===== config.mk =====
export PLATFORM = sky130hd
export DESIGN_NAME = spi_periph_rx
export DESIGN_NICKNAME = d
export VERILOG_FILES = /design/src/rtl/spi_periph_rx.sv
export SDC_FILE = /design/constraint.sdc
export NUM_CORES = 1
export LEC_CHECK = 0
export CAP_MARGIN = 5
export CORE_MARGIN = 8
export CORE_UTILIZATION = 40
export CTS_BUF_LIST = sky130_fd_sc_hd__clkbuf_16
export DETAILED_ROUTE_END_ITERATION = 6
export SETUP_SLACK_MARGIN = 0.4
export SLEW_MARGIN = 20
export SYNTH_ARGS = -nofsm -noshare
export SYNTH_HDL_FRONTEND = slang
export SYNTH_SLANG_ARGS = --single-unit

===== constraint.sdc =====
create_clock -name clk -period 2 [get_ports clk]
set_input_delay 0.5 -clock clk [delete_from_list [all_inputs] [get_ports clk]]
set_output_delay 0.5 -clock clk [all_outputs]
set_load 0.05 [all_outputs]

===== src/rtl/spi_periph_rx.sv =====
// SPI mode-0 peripheral deserializer: oversamples the SPI pins with clk, assembles
// MSB-first words with a one-cycle valid strobe, and returns a host-loaded word on MISO.
module spi_periph_rx #(
  parameter int DW = 8
) (
  input  logic          clk,
  input  logic          rst,
  input  logic          i_sclk,
  input  logic          i_cs_n,
  input  logic          i_mosi,
  input  logic          i_dcx,
  output logic          o_miso,
  output logic [DW-1:0] o_rx_data,
  output logic          o_rx_dc,
  output logic          o_rx_valid,
  output logic          o_frame_err,
  input  logic [DW-1:0] i_tx_data,
  input  logic          i_tx_we,
  output logic          o_dbg_active
);

  localparam int CW = (DW > 2) ? $clog2(DW) : 1;
  localparam logic [CW-1:0] LAST_BIT = CW'(DW - 1);

  typedef enum logic {
    IDLE   = 1'b0,
    ACTIVE = 1'b1
  } state_t;

  // Handshake: o_rx_valid is a one-cycle strobe with no ready; o_rx_data/o_rx_dc
  // are stable from the strobe until the next strobe. i_tx_we is accepted every cycle.

  // Pin synchronizers
  logic       r_sclk_s1, r_sclk_s2, r_sclk_d;
  logic       r_cs_s1, r_cs_s2, r_cs_d;
  logic       r_mosi_s1, r_mosi_s2;
  logic       r_dcx_s1, r_dcx_s2;
  logic [1:0] r_fill;
  logic       r_armed;

  always_ff @(posedge clk or negedge rst) begin
    if (!rst) begin
      r_sclk_s1 <= 1'b0;
      r_sclk_s2 <= 1'b0;
      r_sclk_d  <= 1'b0;
      r_cs_s1   <= 1'b1;
      r_cs_s2   <= 1'b1;
      r_cs_d    <= 1'b1;
      r_mosi_s1 <= 1'b1;
      r_mosi_s2 <= 1'b1;
      r_dcx_s1  <= 1'b0;
      r_dcx_s2  <= 1'b0;
      r_fill    <= 2'd0;
      r_armed   <= 1'b0;
    end else begin
      r_sclk_s1 <= i_sclk;
      r_sclk_s2 <= r_sclk_s1;
      r_sclk_d  <= r_sclk_s2;
      r_cs_s1   <= i_cs_n;
      r_cs_s2   <= r_cs_s1;
      r_cs_d    <= r_cs_s2;
      r_mosi_s1 <= i_mosi;
      r_mosi_s2 <= r_mosi_s1;
      r_dcx_s1  <= i_dcx;
      r_dcx_s2  <= r_dcx_s1;
      if (r_fill != 2'd3) begin
        r_fill <= r_fill + 2'd1;
      end
      // Reset values in the chain are not real observations; wait until it has
      // refilled with pin samples before trusting a high cs_n.
      if (r_fill == 2'd3 && r_cs_s2) begin
        r_armed <= 1'b1;
      end
    end
  end

  logic w_sclk_rise, w_sclk_fall, w_cs_fall, w_cs_rise;

  assign w_sclk_rise = r_sclk_s2 & ~r_sclk_d;
  assign w_sclk_fall = ~r_sclk_s2 & r_sclk_d;
  assign w_cs_fall   = ~r_cs_s2 & r_cs_d & r_armed;
  assign w_cs_rise   = r_cs_s2 & ~r_cs_d;

  // Frame state machine
  state_t          r_state;
  state_t          w_next;
  logic            w_start, w_end, w_rx_bit, w_tx_edge, w_load;
  logic [CW-1:0]   r_bitcnt;
  logic            r_seen_rise;

  always_ff @(posedge clk or negedge rst) begin
    if (!rst) begin
      r_state <= IDLE;
    end else begin
      r_state <= w_next;
    end
  end

  always_comb begin
    w_next    = r_state;
    w_start   = 1'b0;
    w_end     = 1'b0;
    w_rx_bit  = 1'b0;
    w_tx_edge = 1'b0;
    case (r_state)
      IDLE: begin
        if (w_cs_fall) begin
          w_next  = ACTIVE;
          w_start = 1'b1;
        end
      end
      ACTIVE: begin
        if (w_cs_rise) begin
          // cs_n wins over a coincident sclk edge: that bit is dropped.
          w_next = IDLE;
          w_end  = 1'b1;
        end else begin
          w_rx_bit  = w_sclk_rise;
          w_tx_edge = w_sclk_fall & r_seen_rise;
        end
      end
      default: w_next = IDLE;
    endcase
  end

  assign w_load = w_start | (w_tx_edge & (r_bitcnt == '0));

  // Datapath
  logic [DW-2:0] r_shift_in;
  logic [DW-1:0] r_shift_out;
  logic [DW-1:0] r_hold;
  logic          r_pend;
  logic [DW-1:0] r_rx_data;
  logic          r_rx_dc;
  logic          r_rx_valid;
  logic          r_frame_err;
  logic [DW-1:0] w_word_in;
  logic [DW-1:0] w_load_word;

  assign w_word_in   = {r_shift_in, r_mosi_s2};
  assign w_load_word = i_tx_we ? i_tx_data : (r_pend ? r_hold : {DW{1'b1}});

  always_ff @(posedge clk or negedge rst) begin
    if (!rst) begin
      r_hold <= '0;
      r_pend <= 1'b0;
    end else if (w_load) begin
      r_pend <= 1'b0;
    end else if (i_tx_we) begin
      r_hold <= i_tx_data;
      r_pend <= 1'b1;
    end
  end

  always_ff @(posedge clk or negedge rst) begin
    if (!rst) begin
      r_bitcnt    <= '0;
      r_seen_rise <= 1'b0;
      r_shift_in  <= '1;
      r_shift_out <= '1;
      r_rx_data   <= '0;
      r_rx_dc     <= 1'b0;
      r_rx_valid  <= 1'b0;
      r_frame_err <= 1'b0;
    end else begin
      r_rx_valid  <= 1'b0;
      r_frame_err <= 1'b0;
      if (w_start) begin
        r_bitcnt    <= '0;
        r_seen_rise <= 1'b0;
        r_shift_out <= w_load_word;
      end else if (w_end) begin
        r_frame_err <= (r_bitcnt != '0);
        r_bitcnt    <= '0;
        r_shift_in  <= '1;
      end else begin
        if (w_rx_bit) begin
          r_shift_in  <= w_word_in[DW-2:0];
          r_seen_rise <= 1'b1;
          if (r_bitcnt == LAST_BIT) begin
            r_rx_data  <= w_word_in;
            r_rx_dc    <= r_dcx_s2;
            r_rx_valid <= 1'b1;
            r_bitcnt   <= '0;
          end else begin
            r_bitcnt <= r_bitcnt + CW'(1);
          end
        end
        // A falling edge right after a word boundary presents the next word's MSB.
        if (w_tx_edge) begin
          if (r_bitcnt == '0) begin
            r_shift_out <= w_load_word;
          end else begin
            r_shift_out <= {r_shift_out[DW-2:0], 1'b1};
          end
        end
      end
    end
  end

  assign o_miso       = (r_state == ACTIVE) ? r_shift_out[DW-1] : 1'b1;
  assign o_rx_data    = r_rx_data;
  assign o_rx_dc      = r_rx_dc;
  assign o_rx_valid   = r_rx_valid;
  assign o_frame_err  = r_frame_err;
  assign o_dbg_active = (r_state == ACTIVE);

endmodule


==> metrics.md, run 1 <==
| Metric | Value |
|---|---|
| Netlist cell types | `31` |
| Max Cap Viol | `0` |
| Area delta synth->final | `26.7%` |
| Clk_lat worst skew | `~290 ps` |
| Detailed-route via count | `between 1000 and 1500` |
| Worst path arrival time | `roughly 1900 ps` |
| Sink Count | `53` |
| CP Capture Type | `flip-flop` |
| #FFs+latches synth | `53` |
| Startpoint types | `flip-flop` |
| Vias in the first global route | `1391` |
| Status | `finished clean` |
| TritonCTS clock tree | `done` |
| Die width | `roughly 89 um` |
| Fin. max-slew vios | `0` |
| CP max FO | `8` |
| Max Freq | `0.586 GHz` |
| Synth Warn # | `0` |
| Remaining DRCs | `0` |
| Maximum vdd drop | `0.481 mV` |
| H-tree lvl count | `2` |
| Worst hold margin | `188 ps` |
| Setup ws final | `295 ps` |
| Dpl hpwl | `2950 um` |
| Clock slew at reported path FFs | `70 ps` |
| Hold-fix buffers at CTS | `0` |
| Post-Route Utilization | `between 50% and 60%` |
| Synth Instances | `~160` |
| Largest net degree at the start of global routing | `31` |
| Synthesized area per cell | `13.7 um^2` |
| Die Area | `0.00796 mm^2` |
| Final Critical Period | `1710 ps` |
| I/O pin cnt | `28` |
| Slew @ Worst Pin | `536 ps` |
| Clock Path Buffers | `2` |
| RSZ-0062 raised after global routing | `true` |
| GP Congestion | `roughly 0.73` |
| Die H | `around 89 um` |
| Busiest grt layer | `met2` |
| Total track usage | `11.6%` |
| Drt pass-1 iters | `4` |
| Row cnt | `26` |
| Mapped cell area | `0.00214 mm^2` |
| Net count after synthesis | `175` |
| First-pass GRT wire length | `7040 um` |
| Antenna Nets Post-Route | `0` |
| Rel. slew slack | `64.3%` |
| Post-Place Worst Slack | `~80 ps` |
| Number of antenna diodes | `0` |
| Routing usage on met2 | `17.9%` |
| Hold Path Class | `primary input to asynchronous set/reset pin` |
| Clock skew | `between 8 and 9 ps` |
| WS Path Type | `flip-flop to flip-flop` |
| Core Region | `0.00514 mm^2` |
| Nets@finish | `215` |
| Setup tns final | `0 ps` |
| Endpoints failing setup | `0` |
| Routed WL | `approximately 4200 um` |
| Initial antenna violation count | `0` |
| IO buf count | `27` |
| GRT Residual Overflow | `0` |
| GRT met1 Usage | `between 10% and 20%` |
| Leak Pwr | `about 1.2 nW` |
| GRT met3 Usage | `under 10%` |
| CTS Buf Count | `5` |
| Overall Power | `2.55 mW` |
| Part of the Yosys area used for sequential elements | `63.0%` |
| Root Buffer Master | `clkbuf_16` |
| Fillers | `approximately 460` |
| Worst EP required | `2180 ps` |
| Initial Utilization | `between 40% and 50%` |
| Reg2reg path depth | `4` |
| Via/cell ratio | `between 5 and 6` |
| Final period util | `85.3%` |
| PwrDens | `940 mW/mm^2` |
| Drt initial violations | `just under 80` |
| Final Hold Fails | `0` |
| Share of post-route cells with drive strength above 1 | `41.1%` |
| WL/cell | `15.8 um` |
critical path: stages (launching register included):
cell and delay (ps):
dfstp_2 560, and4bb_1 200, a31o_1 210, or2_4 310, mux2_4 320
final cells by class:
class,count,area [um^2],area share (%)
clock buffer,5,125,4.61
sequential,53,1350,49.8
tap,70,87.6,3.22
inverter,4,15.0,0.553
clock inverter,3,11.3,0.415
timing repair buffer,37,334,12.3
multi-input combinational,95,791,29.1
routing by layer:
layer  vias up  part of all wire, %
met4         0                  1.1
li1        651                    -
met5         -                    0
met1       686                   47
met3         5                  5.1
met2        28                   47
synth_stat cells:
cell,n,share of area [%]
a21o_1,1,0.35
a21oi_1,3,0.70
a22oi_1,7,2.5
a31o_1,1,0.41
a32o_1,2,0.93
and3_1,1,0.29
and4b_1,1,0.47
and4bb_1,1,0.58
buf_6,2,1.1
clkbuf_1,3,0.53
dfrtp_1,33,39
dfstp_2,20,25
ha_1,4,2.3
inv_1,4,0.70
mux2_2,10,5.3
mux2_4,8,5.6
nand2_1,11,1.9
nand2b_1,2,0.58
nand3_1,3,0.70
nand3b_1,3,1.1
nor2_1,4,0.70
nor2b_1,3,0.88
nor3_1,1,0.23
nor4b_2,1,0.70
o21a_1,1,0.35
o21ai_0,4,0.93
o22a_1,6,2.5
o22ai_1,13,3.8
or2_1,1,0.29
or3_1,1,0.29
xnor2_1,1,0.41
state kept, by name (all words and copies together) (netlist names), 2 cells and up:
signal,cells
r_shift_in,7
r_hold,8
r_shift_out,8
r_fill,2
o_rx_data,8
r_bitcnt,3
repair_timing:
item | CTS | global route
hold endpoints to repair | 0 | 0
endpoints found under the setup margin | 21 | 26
buffers inserted | 2 | 2
cloned | 0 | 1
pin swaps | 2 | 7
resized for setup | 6 | 12
where the power goes:
part	switching, mW	internal [mW]	total (mW)	leakage [nW]
Sequential	0.0866	1.25	1.33	0.615
Clock	0.352	0.451	0.803	0.0738
Combinational	0.189	0.229	0.418	0.534
Total	0.628	1.92	2.55	1.22
logic make-up after synthesis:
family                     after synthesis  share of synthesized area, %
AOI/OAI and AO/OA                       38                          12.4
xor gates and xnor gates                 1                         0.409
DFF                                     53                          63.0
muxes                                   18                          10.9
buffers and inverters                    9                          2.28
adders and majority gates                4                          2.34
and+or+nand+nor                         33                          8.70
path summary, 6_finish.rpt:
check / startpoint / end / slack [ps]
min in group clk: r_dcx_s1$_DFF_PN0_ / r_dcx_s2$_DFF_PN0_ / 350
worst min register to register: r_dcx_s1$_DFF_PN0_ / r_dcx_s2$_DFF_PN0_ / 350
worst min-delay path: rst / o_rx_data[2]$_DFFE_PN0P_ / 190
worst max-delay path: r_cs_s2$_DFF_PN1_ / r_hold[6]$_DFFE_PN0P_ / 290
worst max register to register: r_cs_s2$_DFF_PN1_ / r_hold[6]$_DFFE_PN0P_ / 290
max in group asynchronous: rst / r_shift_in[4]$_DFFE_PN1P_ / 1200
metrics by stage:
step | area, um^2 | instances
2_1_floorplan | 2150 | 156
3_3_place_gp | 2510 | 254
3_5_place_dp | 2510 | 254
4_1_cts | 2670 | 264
5_1_grt | 2720 | 267
6_report | 2720 | 267
cell usage in the layout, fill, tap and decap left out, types with 5 or more instances in the layout:
cell type,n
a22oi_1,6
buf_4,19
clkbuf_16,5
clkdlybuf4s50_1,13
dfrtp_1,32
dfstp_2,20
mux2_2,10
mux2_4,8
nand2_1,10
o22a_1,6
o22ai_1,11
(Power assumes the default switching activity.)
==> run 2: changes to the inputs <==
--- a/config.mk
+++ b/config.mk
@@ -10,6 +10,7 @@
 export CORE_UTILIZATION = 40
 export CTS_BUF_LIST = sky130_fd_sc_hd__clkbuf_16
 export DETAILED_ROUTE_END_ITERATION = 6
+export RECOVER_POWER = 25
 export SETUP_SLACK_MARGIN = 0.4
 export SLEW_MARGIN = 20
 export SYNTH_ARGS = -nofsm -noshare
==> run 2 against run 1 <==
Register-to-register slack hardly changed. Sequential share of layout area hardly changed. Global-route usage stayed put. Maximum frequency stayed put. Final area hardly changed.
==> metrics.md, run 2 (same netlist as run 1, synthesis figures left out) <==
| Metric | Value |
|---|---|
| Switch share | `24.6%` |
| CP max FO | `8` |
| Sequential fraction of design power | `52.2%` |
| Fillers | `between 400 and 500` |
| Share of post-route cells with drive strength above 1 | `between 40% and 50%` |
| TritonCTS clock tree | `done` |
| Largest net degree at the start of global routing | `31` |
| Max Freq | `0.586 GHz` |
| Final Critical Period | `around 1700 ps` |
| Commonest non-fill, non-tap cell in the layout | `dfrtp_1` |
| Internal | `1.92 mW` |
| Setup tns final | `0 ps` |
| Final period util | `85.3%` |
| R2R setup slack | `290 ps` |
| RSZ-0062 raised after global routing | `true` |
| Clock Power Share | `between 30% and 40%` |
| Hold path cells | `0` |
| Die width | `89.2 um` |
| Final Hold Fails | `0` |
| Root Buffer Master | `clkbuf_16` |
| Endpoints failing setup | `0` |
| Clock slew at reported path FFs | `70 ps` |
| GRT Residual Overflow | `0` |
| Sink Count | `53` |
| Clock skew | `8.31 ps` |
| Hold Path Class | `flip-flop to flip-flop` |
| Worst EP required | `2180 ps` |
| WS Path Type | `flip-flop to flip-flop` |
| Number of antenna diodes | `0` |
| Rel. slew slack | `14.4%` |
| Drt initial violations | `78` |
| Worst hold margin | `about 350 ps` |
| Detailed-route via count | `roughly 1400` |
| Nets@finish | `215` |
| Sw Pwr | `628 uW` |
| Hold-fix buffers at CTS | `0` |
| IO buf count | `27` |
| Core Region | `~0.0051 mm^2` |
| Max Cap Viol | `0` |
| Startpoint types | `flip-flop` |
| First-pass GRT wire length | `7040 um` |
| Clock Path Buffers | `2` |
| CTS Buf Count | `5` |
| Fin. max-slew vios | `0` |
| Die H | `89.2 um` |
| Remaining DRCs | `0` |
| Slew @ Worst Pin | `1280 ps` |
| Clk_lat worst skew | `290 ps` |
| Antenna Nets Post-Route | `0` |
| Maximum vdd drop | `0.481 mV` |
| Most frequent cells in the layout | `dfrtp_1, dfstp_2, buf_4` |
| Vias in the first global route | `1391` |
| Via/cell ratio | `~5.1` |
| Initial antenna violation count | `0` |
| Initial Utilization | `a little over two fifths` |
| Final instance area | `approximately 0.0027 mm^2` |
| Die Area | `0.00796 mm^2` |
| PwrDens | `940 mW/mm^2` |
| Routed WL | `4220 um` |
| H-tree lvl count | `2` |
| Dpl hpwl | `2950 um` |
| WL/cell | `15.8 um` |
| Reg2reg path depth | `4` |
| Area delta synth->final | `26.7%` |
| Total track usage | `11.6%` |
| Dpl cell area | `0.00251 mm^2` |
| GP Congestion | `0.735` |
| Row cnt | `26` |
| I/O pin cnt | `28` |
| CP Capture Type | `flip-flop` |
| Worst path arrival time | `1880 ps` |
| Leak Pwr | `~1.2 nW` |
| Logic pwr share | `16.4%` |
| Status | `finished clean` |
| Drt pass-1 iters | `4` |
## run 2: changes by cell type in the layout (fill, tap and decap cells not counted), sizes merged
cell           change
buf                -1
clkbuf             +1
dlygate4sd3        +1
clkdlybuf4s50      -1
## run 2: through the flow
stage | util (%) | std cells | power (mW) | setup slack (ps)
floorplan | - | 156 | 1.57 | 158
global placement | 48.8 | 254 | 1.70 | 103
detailed placement | 48.8 | 254 | 1.72 | 80.1
CTS | 51.9 | 264 | 2.53 | 260
global route | 52.8 | 267 | 2.68 | 221
finish | 52.8 | 267 | 2.55 | 295
## run 2: final timing paths
check,from,to
worst max-delay path,r_cs_s2$_DFF_PN1_,r_hold[6]$_DFFE_PN0P_
worst min-delay path,r_dcx_s1$_DFF_PN0_,r_dcx_s2$_DFF_PN0_
max in group asynchronous,rst,o_dbg_active$_DFF_PN0_
min in group asynchronous,rst,o_rx_data[2]$_DFFE_PN0P_
worst max register to register,r_cs_s2$_DFF_PN1_,r_hold[6]$_DFFE_PN0P_
worst min register to register,r_dcx_s1$_DFF_PN0_,r_dcx_s2$_DFF_PN0_
## run 2: repair_timing
action	in CTS	in global routing
setup endpoints to repair	21	26
resized for setup	6	12
pin swaps	2	7
gates cloned	0	1
setup buffers	2	2
## run 2: area by class of cell
cell class | count | area (um^2) | share of cell area (%)
multi-input combinational | 95 | 791 | 29.1
timing repair buffer | 37 | 333 | 12.3
inverter | 4 | 15.0 | 0.553
sequential | 53 | 1350 | 49.8
clock buffer | 5 | 125 | 4.61
clock inverter | 3 | 11.3 | 0.415
tap | 70 | 87.6 | 3.23
## run 2: per-layer routing
layer	share of wire [%]	routed length, um	vias to the layer above	global-route usage, %
met5	0	0	-	0
met4	1.1	46	0	3.17
met3	5.1	214	5	4.04
met2	47	1980	28	17.9
met1	47	1990	686	14.9
li1	-	-	651	-
## run 2: power by group through the flow
| stage | logic [mW] | clock network [mW] | registers [mW] |
|---|---|---|---|
| detailed placement | 0.380 | 0 | 1.34 |
| floorplan | 0.243 | 0 | 1.33 |
| global route | 0.461 | 0.872 | 1.34 |
| global placement | 0.364 | 0 | 1.33 |
| finish | 0.417 | 0.803 | 1.33 |
| CTS | 0.395 | 0.815 | 1.32 |
## run 2: critical path: stages, from the launching register on
cell and delay [ps]:
dfstp_2 560, and4bb_1 200, a31o_1 210, or2_4 310, mux2_4 320
